## src/rtl/trail_ctrl.sv

```systemverilog
// trail_ctrl: sequencer for the solver assignment trail stack.
// Pushes assignments (tagging decisions and tracking the decision level),
// backtracks to a target level by popping and streaming variables to the
// unassign consumer, and wipes the trail on request.
module trail_ctrl #(
    parameter int VAR_W = 16,
    parameter int DEPTH = 64,
    parameter int LVL_W = $clog2(DEPTH) + 1
) (
    input  logic             clk,
    input  logic             rst_n,
    input  logic             assign_valid,
    output logic             assign_ready,
    input  logic [VAR_W-1:0] assign_var,
    input  logic             assign_val,
    input  logic             assign_dec,
    input  logic             bt_valid,
    input  logic [LVL_W-1:0] bt_level,
    output logic             bt_done,
    input  logic             clear_req,
    output logic             clear_done,
    output logic             unassign_valid,
    input  logic             unassign_ready,
    output logic [VAR_W-1:0] unassign_var,
    output logic [LVL_W-1:0] cur_level,
    output logic             busy,
    output logic             level_ovf,
    output logic             stk_push,
    output logic             stk_pop,
    output logic             stk_clear,
    output logic [VAR_W+1:0] stk_push_data,
    input  logic [VAR_W+1:0] stk_top_data,
    input  logic             stk_full,
    input  logic             stk_empty
);

    localparam logic [1:0] ST_IDLE  = 2'd0;
    localparam logic [1:0] ST_POP   = 2'd1;
    localparam logic [1:0] ST_DONE  = 2'd2;
    localparam logic [1:0] ST_CLEAR = 2'd3;

    localparam logic [LVL_W-1:0] LVL_ZERO = {LVL_W{1'b0}};
    localparam logic [LVL_W-1:0] LVL_ONE  = {{(LVL_W-1){1'b0}}, 1'b1};
    localparam logic [LVL_W-1:0] LVL_MAX  = {LVL_W{1'b1}};

    logic [1:0]       state_r;
    logic [1:0]       state_nxt_s;
    logic [LVL_W-1:0] cur_level_r;
    logic [LVL_W-1:0] level_nxt_s;
    logic [LVL_W-1:0] bt_level_r;
    logic [LVL_W-1:0] bt_level_nxt_s;
    logic [LVL_W-1:0] pop_level_s;
    logic             level_ovf_r;
    logic             ovf_nxt_s;
    logic             assign_ready_s;
    logic             push_s;
    logic             pop_s;
    logic             clear_s;
    logic             unassign_valid_s;
    logic             bt_done_s;
    logic             clear_done_s;

    // Next-state, level bookkeeping and stack strobe decode
    always_comb begin
        state_nxt_s      = state_r;
        level_nxt_s      = cur_level_r;
        bt_level_nxt_s   = bt_level_r;
        ovf_nxt_s        = level_ovf_r;
        pop_level_s      = cur_level_r;
        assign_ready_s   = 1'b0;
        push_s           = 1'b0;
        pop_s            = 1'b0;
        clear_s          = 1'b0;
        unassign_valid_s = 1'b0;
        bt_done_s        = 1'b0;
        clear_done_s     = 1'b0;
        case (state_r)
            ST_IDLE: begin
                if (clear_req) begin
                    state_nxt_s = ST_CLEAR;
                end else if (bt_valid) begin
                    // Target is latched so the requester may change bt_level later
                    bt_level_nxt_s = bt_level;
                    if (bt_level >= cur_level_r) begin
                        state_nxt_s = ST_DONE;
                    end else begin
                        state_nxt_s = ST_POP;
                    end
                end else begin
                    assign_ready_s = !stk_full;
                    if (assign_valid && !stk_full) begin
                        push_s = 1'b1;
                        if (assign_dec) begin
                            // Saturate rather than wrap; the sticky flag records the loss
                            if (cur_level_r == LVL_MAX) begin
                                ovf_nxt_s = 1'b1;
                            end else begin
                                level_nxt_s = cur_level_r + LVL_ONE;
                            end
                        end else begin
                            level_nxt_s = cur_level_r;
                        end
                    end else begin
                        push_s = 1'b0;
                    end
                end
            end
            ST_POP: begin
                if (stk_empty) begin
                    // Trail ran out before reaching the target: trust the target
                    level_nxt_s = bt_level_r;
                    state_nxt_s = ST_DONE;
                end else begin
                    unassign_valid_s = 1'b1;
                    if (unassign_ready) begin
                        pop_s = 1'b1;
                        if (stk_top_data[VAR_W+1] && (cur_level_r != LVL_ZERO)) begin
                            pop_level_s = cur_level_r - LVL_ONE;
                        end else begin
                            pop_level_s = cur_level_r;
                        end
                        level_nxt_s = pop_level_s;
                        if (pop_level_s == bt_level_r) begin
                            state_nxt_s = ST_DONE;
                        end else begin
                            state_nxt_s = ST_POP;
                        end
                    end else begin
                        pop_s = 1'b0;
                    end
                end
            end
            ST_DONE: begin
                bt_done_s   = 1'b1;
                state_nxt_s = ST_IDLE;
            end
            ST_CLEAR: begin
                clear_s      = 1'b1;
                clear_done_s = 1'b1;
                level_nxt_s  = LVL_ZERO;
                ovf_nxt_s    = 1'b0;
                state_nxt_s  = ST_IDLE;
            end
            default: begin
                state_nxt_s = ST_IDLE;
            end
        endcase
    end

    // State and level registers
    always_ff @(posedge clk or negedge rst_n) begin
        if (!rst_n) begin
            state_r     <= ST_IDLE;
            cur_level_r <= LVL_ZERO;
            bt_level_r  <= LVL_ZERO;
            level_ovf_r <= 1'b0;
        end else begin
            state_r     <= state_nxt_s;
            cur_level_r <= level_nxt_s;
            bt_level_r  <= bt_level_nxt_s;
            level_ovf_r <= ovf_nxt_s;
        end
    end

    assign assign_ready   = assign_ready_s;
    assign stk_push       = push_s;
    assign stk_pop        = pop_s;
    assign stk_clear      = clear_s;
    assign stk_push_data  = {assign_dec, assign_val, assign_var};
    assign unassign_valid = unassign_valid_s;
    assign unassign_var   = stk_top_data[VAR_W-1:0];
    assign bt_done        = bt_done_s;
    assign clear_done     = clear_done_s;
    assign cur_level      = cur_level_r;
    assign busy           = (state_r != ST_IDLE);
    assign level_ovf      = level_ovf_r;

endmodule

```

## config.mk

```make
export PLATFORM = sky130hd
export DESIGN_NAME = trail_ctrl
export DESIGN_NICKNAME = d
export VERILOG_FILES = /design/src/rtl/trail_ctrl.sv
export SDC_FILE = /design/constraint.sdc
export NUM_CORES = 1
export LEC_CHECK = 0
export BUFFER_PORTS_ARGS = -buffer_cell sky130_fd_sc_hd__buf_2
export CAP_MARGIN = 10
export CORE_ASPECT_RATIO = 1.25
export CORE_MARGIN = 2
export CORE_UTILIZATION = 40
export CTS_CLUSTER_SIZE = 10
export DETAILED_ROUTE_END_ITERATION = 8
export GPL_ROUTABILITY_DRIVEN = 0
export PLACE_DENSITY = 0.87
export SLEW_MARGIN = 5
export SYNTH_ARGS = -nofsm -noshare
export SYNTH_HDL_FRONTEND = slang
export SYNTH_SLANG_ARGS = --single-unit
```

## constraint.sdc

```tcl
create_clock -name clk -period 2.15 [get_ports clk]
set_input_delay 0.1075 -clock clk [delete_from_list [all_inputs] [get_ports clk]]
set_output_delay 0.1075 -clock clk [all_outputs]
set_load 0.02 [all_outputs]
```

* Word level (Yosys, flattened, before mapping) *
Index checks and enable logic that the tools add are counted.

cells by class
  add/sub/neg operators = 2
  magnitude comparators = 1
  equal/unequal tests = 13
  mux-type cells = 39
  bitwise gates (word level) = 1
  reductions and logical operators = 13

operators by type and width
  kind                                                                 count
  7-bit 2-to-1 mux                                                     11
  7-bit case mux with 3 select lines                                   1
  1-bit 2-to-1 mux                                                     19
  2-bit 2-to-1 mux                                                     6
  2-bit != test (second input constant)                                6
  7-bit by 1-bit adder with 7-bit output (second input constant)       1
  7-bit == test                                                        1
  7-bit == test (second input constant)                                1
  7-bit greater-or-equal comparator                                    1
  7-bit AND reduction                                                  1
  7-bit nonzero test                                                   1
  7-bit by 1-bit subtractor with 7-bit output (second input constant)  1
  3-bit != test (second input constant)                                2
  2-bit case mux with 3 select lines                                   1
  6-bit AND reduction                                                  1
  2-bit == test (second input constant)                                2
  2-bit nonzero test                                                   2
  3-bit AND reduction                                                  1
  3-bit nonzero test                                                   1
  2-bit by 1-bit == test with 1-bit output (second input constant)     1
  1-bit logical AND                                                    2
  2-bit logical NOT                                                    1
  1-bit case mux with 2 select lines                                   1
  2-bit AND reduction                                                  1
  3 further kinds                                                      3

word-level totals
  bits in registers = 17
  output and inout port bits = 50
  word-level logic and storage cells = 73

* Longest topological paths before layout *
Gate-level depths: netlist (run 1).

  word-level depth = 11
  gate-level depth with buffers = 8

* Worst setup path before layout (run 1) *
No wires, ideal clock.

  path type = register to register
  start = register cur_level_r[0], in the netlist cur_level[0]
  end = register state_r[0]
  library setup time = 126 ps
  data arrival time = 2204 ps
  slack = -180 ps
  stages on the path, launching flop included = 9
  buffers on the path = 0
  cell sequence = dfrtp_1 -> inv_1 -> ha_1 -> nor3b_2 -> a211o_2 -> a21boi_0 -> o221a_1 -> nand4_1 -> a221o_1

on the way
  cells in the longest elaborated chain, start to end = 11
  elaborated cells between the ends (all ways) = 16
  those cells by class = 1 x add/sub; 1 x order compare; 1 x eq/ne; 11 x mux; 2 x reduce/logical

ends and longest elaborated chain
  element                                                                                               RTL line  RTL
  from (decl)                                                                                           48        logic [LVL_W-1:0] cur_level_r;
  from (signal assigned)                                                                                159       cur_level_r <= level_nxt_s;
  parallel branches: the longest is 10 deep, another holds 7-bit by 1-bit subtractor with 7-bit output  --
  2-bit case mux with 3 select lines (*)                                                                77        case (state_r)
  to (signal assigned)                                                                                  158       state_r <= state_nxt_s;
  to (decl)                                                                                             46        logic [1:0] state_r;

Every way passes the cells marked *. The select of a mux whose other input is x is not followed.
A chain may end at the register's enable or synchronous reset.

* Worst setup path after layout (run 1) *
  start = register cur_level_r[1], in the netlist cur_level[1]
  end = register state_r[1]

The elaborated chain is that of the path after synthesis.

==> impl_summary.txt, run 1 <==
----------------------------------------------------
[Run status]
  Run status ... complete, but fails checks
  Failing checks ... setup timing

[Yosys]
  Area share of the largest cell type after synthesis ... 0.2389
  Fraction of registers with async set or reset after synthesis ... 1.000
  Post-synth net total ... 278
  Number of flip-flops and latches in the synthesized netlist ... 17
  Library cell with the largest summed area after synthesis ... dfrtp_1
  Netlist cell types ... 55
  Top cells by area, synth ... dfrtp_1 24%, buf_4 15%, ha_1 7.0%, nand2_1 3.4%, inv_1 3.2%
  Post-synth EDFFs ... 0
  Cell count after synthesis ... around 220
  Part of the Yosys area used for sequential elements ... 0.2389
  Yosys warnings ... 0
  Avg Cell Area, Syn ... a little over 8 sq um
  Main flop type after synthesis ... dfrtp_1
  Post-synthesis instance area ... approximately 0.0018 sq mm

[Power and ir drop]
  Sequential group share of total power ... 0.222
  Total power after layout ... about 0.0027 W
  Worst IR drop on VDD ... slightly below 0.6 mV
  Clock power share ... 0.089
  Net Sw Frac ... 0.4851
  P_leak ... between 0.9 and 1 nW
  Power density over the cells ... 1385 mW/mm^2
  Switching component of the power ... between 0.001 and 0.0015 W
  Gate power share ... 0.689
  P_int ... between 0.001 and 0.0015 W

[Min path]
  Worst hold path depth ... 3
  Worst hold path class ... input port to flip-flop

[Drt]
  Residual DRC count ... 0
  Total number of vias ... 1702
  Number of detailed-route iterations in the first pass ... 4
  Drt initial violations ... slightly below 80
  Sum of routed wire length over all layers ... between 4000 and 5000 um
  Final antenna-violating net count ... 0
  Wirelength per Cell ... around 16 um
  Drt via density ... 5.849

[Worst setup path]
  Kind of end point of the critical path ... flip-flop
  Worst path cell trace ... or4b_4 -> o31a_1 -> nor3_2 -> o221a_1 -> nand4_1 -> buf_4 -> a311oi_2
  Data required time at the worst endpoint ... 2.31 ns
  Worst path slowest cell ... or4b_4
  FF-to-FF path depth ... 7
  Cell family contributing the most delay on the critical path ... simple AND/OR/NAND/NOR gates
  Highest fanout seen on the critical path ... 5
  Kind of critical path ... flip-flop to flip-flop
  Crit path buf inv count ... 1
  Delay contributed by the slowest stage of the critical path ... 0.58 ns
  Arrival @ worst endpoint ... approximately 2.5 ns
  Critical path depth in cells ... 7
  Critical path launch point type ... flip-flop

[Clocking]
  Number of sinks handled by clock tree synthesis ... 17
  Clock root buffer ... clkbuf_8
  Number of CTS-inserted buffers ... 3
  Clock edge transition at the registers on the reported setup and hold paths ... ~0.07 ns
  Clk buf depth ... 2
  Insertion delay of the later-clocked pin in the worst-skew pair ... between 0.2 and 0.3 ns
  Clock tree from TritonCTS ... done
  Max H-tree Level ... 1

[Placed design]
  # placed instances ... 284
  Worst Setup Slack post-DPL ... -0.07334 ns
  Area after detailed placement ... 0.001867 sq mm
  IO buf count ... 33
  HPWL after detailed placement ... roughly 3500 um

[Die]
  Ports ... just over 100
  Vert. Die Dim ... approximately 79 um
  Row cnt ... 27
  Initial core utilization ... 0.4086
  Die Outline Area ... around 0.0050 sq mm
  Core Footprint ... roughly 0.0044 sq mm
  Horiz. Die Dim ... approximately 64 um

[STA]
  Headroom to the max-slew limit ... 0.7227
  Final critical-path share of the clock period ... 1.065
  RSZ-0062 raised after global routing ... yes
  Fin crit period ... around 2.3 ns
  Final number of setup-violating endpoints ... 2
  Crit path setup slack, layout ... -0.1407 ns
  Worst Max-Slew Pin Slew ... roughly 0.42 ns
  Final Slew Violations ... 0
  Fmax achieved ... 0.4365 GHz
  Clk_skew ... slightly above 0.001 ns
  Hold Fails Final Rpt ... 0

[GRT]
  Met3 track demand over resource in global routing ... 0.02436
  Pin count of the biggest net entering global routing ... 18
  Number of global-route vias before repair ... about 1600
  Met1 Resource Use GR ... 0.2089
  Met2 usage in global routing ... 0.3474
  Antenna violations before repair ... 0
  Routing layer with the top usage in global route ... met2
  All-layer global routing usage ... 0.1867
  Total overflow reported by the global router ... 0
  Global-route wire length before repair ... 7438 um

[Final layout]
  Layout Nets ... 295
  Fin util ... 0.4554
  Final Instance Count excl. Fillers ... approximately 290
  Area growth syn-to-layout ... 11.45%
  Number of antenna repair diodes ... 0
  Design Area, Final ... approximately 0.0020 sq mm
  Fraction of layout instances using a drive strength above 1 ... 0.3863

[Flow run]
  Max-cap viol count ... 0

----------------------------------------------------
==> synth_stat cells, drive strengths merged (2+ instances only) <==
| library cell | count |
|---|---|
| inv | 15 |
| a211o | 3 |
| a31oi | 5 |
| nand3 | 5 |
| and3 | 3 |
| o2bb2ai | 2 |
| nor2 | 14 |
| nor4 | 2 |
| nor3 | 9 |
| o21a | 2 |
| mux2 | 5 |
| a311oi | 2 |
| a21oi | 11 |
| a21o | 2 |
| a211oi | 2 |
| o21ai | 11 |
| buf | 38 |
| or2 | 2 |
| clkbuf | 5 |
| a2bb2oi | 2 |
| nand2 | 16 |
| mux2i | 2 |
| and2 | 5 |
| ha | 10 |
| dfrtp | 17 |
| nand4 | 2 |
| xor2 | 3 |
==> layer usage <==
metal	part of all wire	routed length, um
met3	0.070	328
met5	0	0
met4	0.041	192
met2	0.50	2357
met1	0.38	1796
==> final timing paths <==
| path | slack [ns] | endpoint | start |
|---|---|---|---|
| setup / recovery | -0.14 | state_r[1] | cur_level[1] |
| hold / removal | 0.09 | bt_level_r[3] | bt_level[3] |
| setup reg to reg | -0.14 | state_r[1] | cur_level[1] |
| hold reg to reg | 0.52 | level_ovf | level_ovf |
| max in group asynchronous | 1.51 | cur_level[0] | rst_n |
| min in group asynchronous | 0.32 | cur_level[3] | rst_n |
==> what timing repair did <==
item / 4_1_cts / 5_1_grt
gates resized for setup: 4 / 7
gates cloned: 0 / 0
setup endpoints to repair: 2 / 4
hold buffers: 1 / 0
hold endpoints to repair: 17 / 0
setup buffers: 2 / 0
pin swaps: 1 / 2
==> final cells by class <==
class	instances	area (sq um)
fill	396	2374
multi-input combinational	142	1047
sequential	17	429.2
timing repair buffer	55	332.8
tap	58	72.57
inverter	15	56.30
clock buffer	3	41.29
clock inverter	1	5.005
==> cells in the final DEF (no fill, tap or decap), types with 3 or more instances in the layout <==
| master | n |
|---|---|
| buf_2 | 33 |
| buf_4 | 21 |
| nand2_1 | 16 |
| nor2_1 | 14 |
| dfrtp_1 | 14 |
| inv_1 | 13 |
| a21oi_1 | 11 |
| o21ai_0 | 9 |
| ha_1 | 9 |
| and2_1 | 5 |
| mux2_2 | 5 |
| nor3_2 | 5 |
| a31oi_1 | 5 |
| nand3_1 | 5 |
| xor2_1 | 3 |
| nor3_1 | 3 |
| clkbuf_8 | 3 |
| dfrtp_2 | 3 |
==> power groups by stage <==
stage	clock network, W	registers [W]	logic (W)
2_1_floorplan	0	0.000658	0.00122
5_1_grt	0.000258	0.000632	0.00204
3_5_place_dp	0	0.000610	0.00175
4_1_cts	0.000244	0.000605	0.00182
3_3_place_gp	0	0.000600	0.00170
6_report	0.000245	0.000611	0.00189
==> metrics by stage <==
stage / setup TNS [ns] / hold slack, ns
after CTS: -0.1794 / 0.08759
final: -0.2545 / 0.09192
after detailed placement: -0.1013 / 0.06253
after global routing: -0.3507 / 0.1072
after global placement: -0.008007 / 0.04846
after floorplan: -0.06017 / -0.1881
==> kinds of logic (layout without fill, tap and decap cells) <==
logic type,after synthesis,after routing,synth area share
AND/OR/NAND/NOR,66,66,0.2073
buffers and inverters,58,74,0.2052
AO/OA/AOI/OAI,55,55,0.2157
flip-flops,17,17,0.2389
adder cells (fa/ha/maj),10,10,0.07027
multiplexers,7,7,0.04287
XOR/XNOR,4,4,0.01968
==> worst reg2reg max path, delay by kind of cell, from the launching register on <==
kind	cells	cell delay [ns]
AO/OA/AOI/OAI	3	0.72
flip-flops	1	0.43
buffers and inverters	1	0.17
AND/OR/NAND/NOR	3	0.88
==> sequential cells by signal, indices dropped and copies added (netlist names) <==
name        flops
bt_level_r      7
cur_level       7
level_ovf       1
state_r         2
(Power assumes the default switching activity.)
==> run 2, diff against run 1 <==
--- a/constraint.sdc
+++ b/constraint.sdc
@@ -3,2 +3,2 @@
 set_output_delay 0.1075 -clock clk [all_outputs]
-set_load 0.02 [all_outputs]
+set_load 0.1 [all_outputs]
==> run 2 against run 1 <==
Compared with the run above:
- the flow still finishes with violations (setup timing)
- sequential power is 3.3% higher
- critical path type unchanged
- worst hold slack better by 0.0080 ns
- clock skew is 0.0087 ns higher
- cell count is 1.0% higher
- count of clock-buffer cells in the layout is 1 higher
- die area stayed put
- clock power hardly changed
==> impl_summary.txt, run 2 (synthesis results as in run 1) <==
----------------------------------------------------
[Drt]
  Routed wire length on met2 ... 2442 um
  Final antenna-violating net count ... 0
  Sum of routed wire length over all layers ... about 4800 um
  Drt initial violations ... approximately 120
  Metal3 WL ... between 400 and 500 um
  Drt via density ... 5.782
  Residual DRC count ... 0
  Total number of vias ... 1700
  Routed length on met1 ... roughly 1800 um
  Number of detailed-route iterations in the first pass ... 6
  Highest metal used ... met4
  Wirelength per Cell ... roughly 16 um

[Run status]
  Run status ... complete, but fails checks
  Failing checks ... setup timing

[Die]
  Vert. Die Dim ... ~79 um
  Horiz. Die Dim ... roughly 64 um
  Core Footprint ... ~0.0044 sq mm
  Ports ... around 100
  Row cnt ... 27
  Die Outline Area ... between 0.005 and 0.006 sq mm
  Initial core utilization ... 0.4086

[STA]
  Post-route worst hold slack ... around 0.1 ns
  Hold Fails Final Rpt ... 0
  Fmax achieved ... 0.4414 GHz
  Fin crit period ... 2.266 ns
  Headroom to the max-slew limit ... 0.6738
  Crit path setup slack, layout ... -0.1155 ns
  Worst Max-Slew Pin Slew ... approximately 0.5 ns
  RSZ-0062 raised after global routing ... yes
  Clk_skew ... ~0.01 ns
  Final Slew Violations ... 0
  Final number of setup-violating endpoints ... 2
  Final critical-path share of the clock period ... 1.054

[Final layout]
  Seq. cell area ... ~440 sq um
  Area used by multi-input combinational logic ... around 0.0011 sq mm
  Layout Nets ... ~300
  Fin util ... 0.4743
  Number of antenna repair diodes ... 0
  # fillers ... a little over 400
  Area growth syn-to-layout ... 16.09%
  Most common cell after layout, fill and taps aside ... buf_2
  Fraction of layout instances using a drive strength above 1 ... 0.4280
  Most used cells in the layout excluding fill and tap cells ... 32 x buf_2, 22 x buf_4, 15 x nand2_1, 14 x nor2_1, 12 x inv_1

[Min path]
  Worst hold endpoint ... bt_level_r[5]
  Launch instance of the worst min-delay path ... bt_level[5]
  Worst hold path class ... input port to flip-flop
  Worst hold path depth ... 2

[GRT]
  Pin count of the biggest net entering global routing ... 18
  Global-route wire length before repair ... 7659 um
  All-layer global routing usage ... 0.1928
  Antenna violations before repair ... 0
  Total overflow reported by the global router ... 0
  Number of global-route vias before repair ... 1616

[Worst setup path]
  Kind of end point of the critical path ... flip-flop
  Highest fanout seen on the critical path ... 5
  Critical path launch point type ... flip-flop
  Critical path launch point ... cur_level[1]
  R2R Setup Slk ... -0.12 ns
  FF-to-FF path depth ... 6
  Data required time at the worst endpoint ... between 2 and 2.5 ns
  Kind of critical path ... flip-flop to flip-flop
  Origin of the critical flop-to-flop path ... cur_level[1]
  Arrival @ worst endpoint ... ~2.4 ns
  Destination of the worst register-to-register timing path ... state_r[0]

[Flow run]
  Max-cap viol count ... 0

[Clocking]
  Clock edge transition at the registers on the reported setup and hold paths ... about 0.07 ns
  Number of CTS-inserted buffers ... 3
  Number of sinks handled by clock tree synthesis ... 17
  Clk buf depth ... 2
  Clock tree from TritonCTS ... done
  Insertion delay of the later-clocked pin in the worst-skew pair ... approximately 0.26 ns
  Clock root buffer ... clkbuf_8
  Max H-tree Level ... 1

[Power and ir drop]
  Power density over the cells ... around 1700 mW/mm^2
  P_leak ... between 0.9 and 1 nW
  Worst IR drop on VDD ... slightly below 0.7 mV
  Total power after layout ... about 0.0034 W

[Placed design]
  HPWL after detailed placement ... 3587 um
  IO buf count ... 33
  Worst Setup Slack post-DPL ... -0.1897 ns

----------------------------------------------------
[run 2: cell types whose count changed in the layout (fill, tap and decap cells not counted), moves of 2 or more]
cell,delta
inv_4,+2
dfrtp_4,+4
dfrtp_1,-4
o21ai_0,-2
buf_12,+2
o21ai_1,+2
a21oi_1,-2
a21oi_2,+2
[run 2: worst max-delay path, stage by stage (launching register included)]
cell and delay, ns:
dfrtp_4 0.49, or4b_4 0.59, nor3_2 0.27, o21a_1 0.19, o221a_1 0.17, nand4_1 0.14, a221o_1 0.31
[run 2: metal layers]
metal / up-vias / track usage
met5: - / 0
met4: 0 / 0.07609
met3: 23 / 0.02436
met2: 104 / 0.3411
met1: 795 / 0.2349
li1: 778 / -
[run 2: cell type report]
cell class	count	area share
timing repair buffer	58	0.1870
multi-input combinational	142	0.5115
tap	58	0.03511
clock buffer	4	0.02179
inverter	15	0.02966
sequential	17	0.2149
[run 2: what timing repair did]
item | CTS | global route
pin swaps | 3 | 6
buffers inserted | 2 | 1
endpoints found under the hold margin | 17 | 0
hold buffers | 1 | 0
gates resized for setup | 8 | 10
setup endpoints to repair | 2 | 8
gates cloned | 0 | 1
[run 2: worst max path at each step]
stage / endpoint
2_1_floorplan: state_r[0]
3_3_place_gp: state_r[0]
3_5_place_dp: state_r[0]
4_1_cts: state_r[0]
5_1_grt: state_r[0]
6_report: state_r[0]
[run 2: metrics by stage]
step | TNS (ns) | cell area, sq um | std cells
2_1_floorplan | -0.5886 | 1829 | 217
3_3_place_gp | -0.1266 | 1937 | 285
3_5_place_dp | -0.2998 | 1937 | 285
4_1_cts | -0.1224 | 2031 | 292
5_1_grt | -0.3361 | 2067 | 294
6_report | -0.1917 | 2067 | 294
[run 2: where the power goes]
group | switching, W | leakage, nW | internal (W)
logic | 0.00167 | 0.701 | 0.000885
registers | 0.000151 | 0.203 | 0.000479
clock network | 0.000114 | 0.0228 | 0.000132
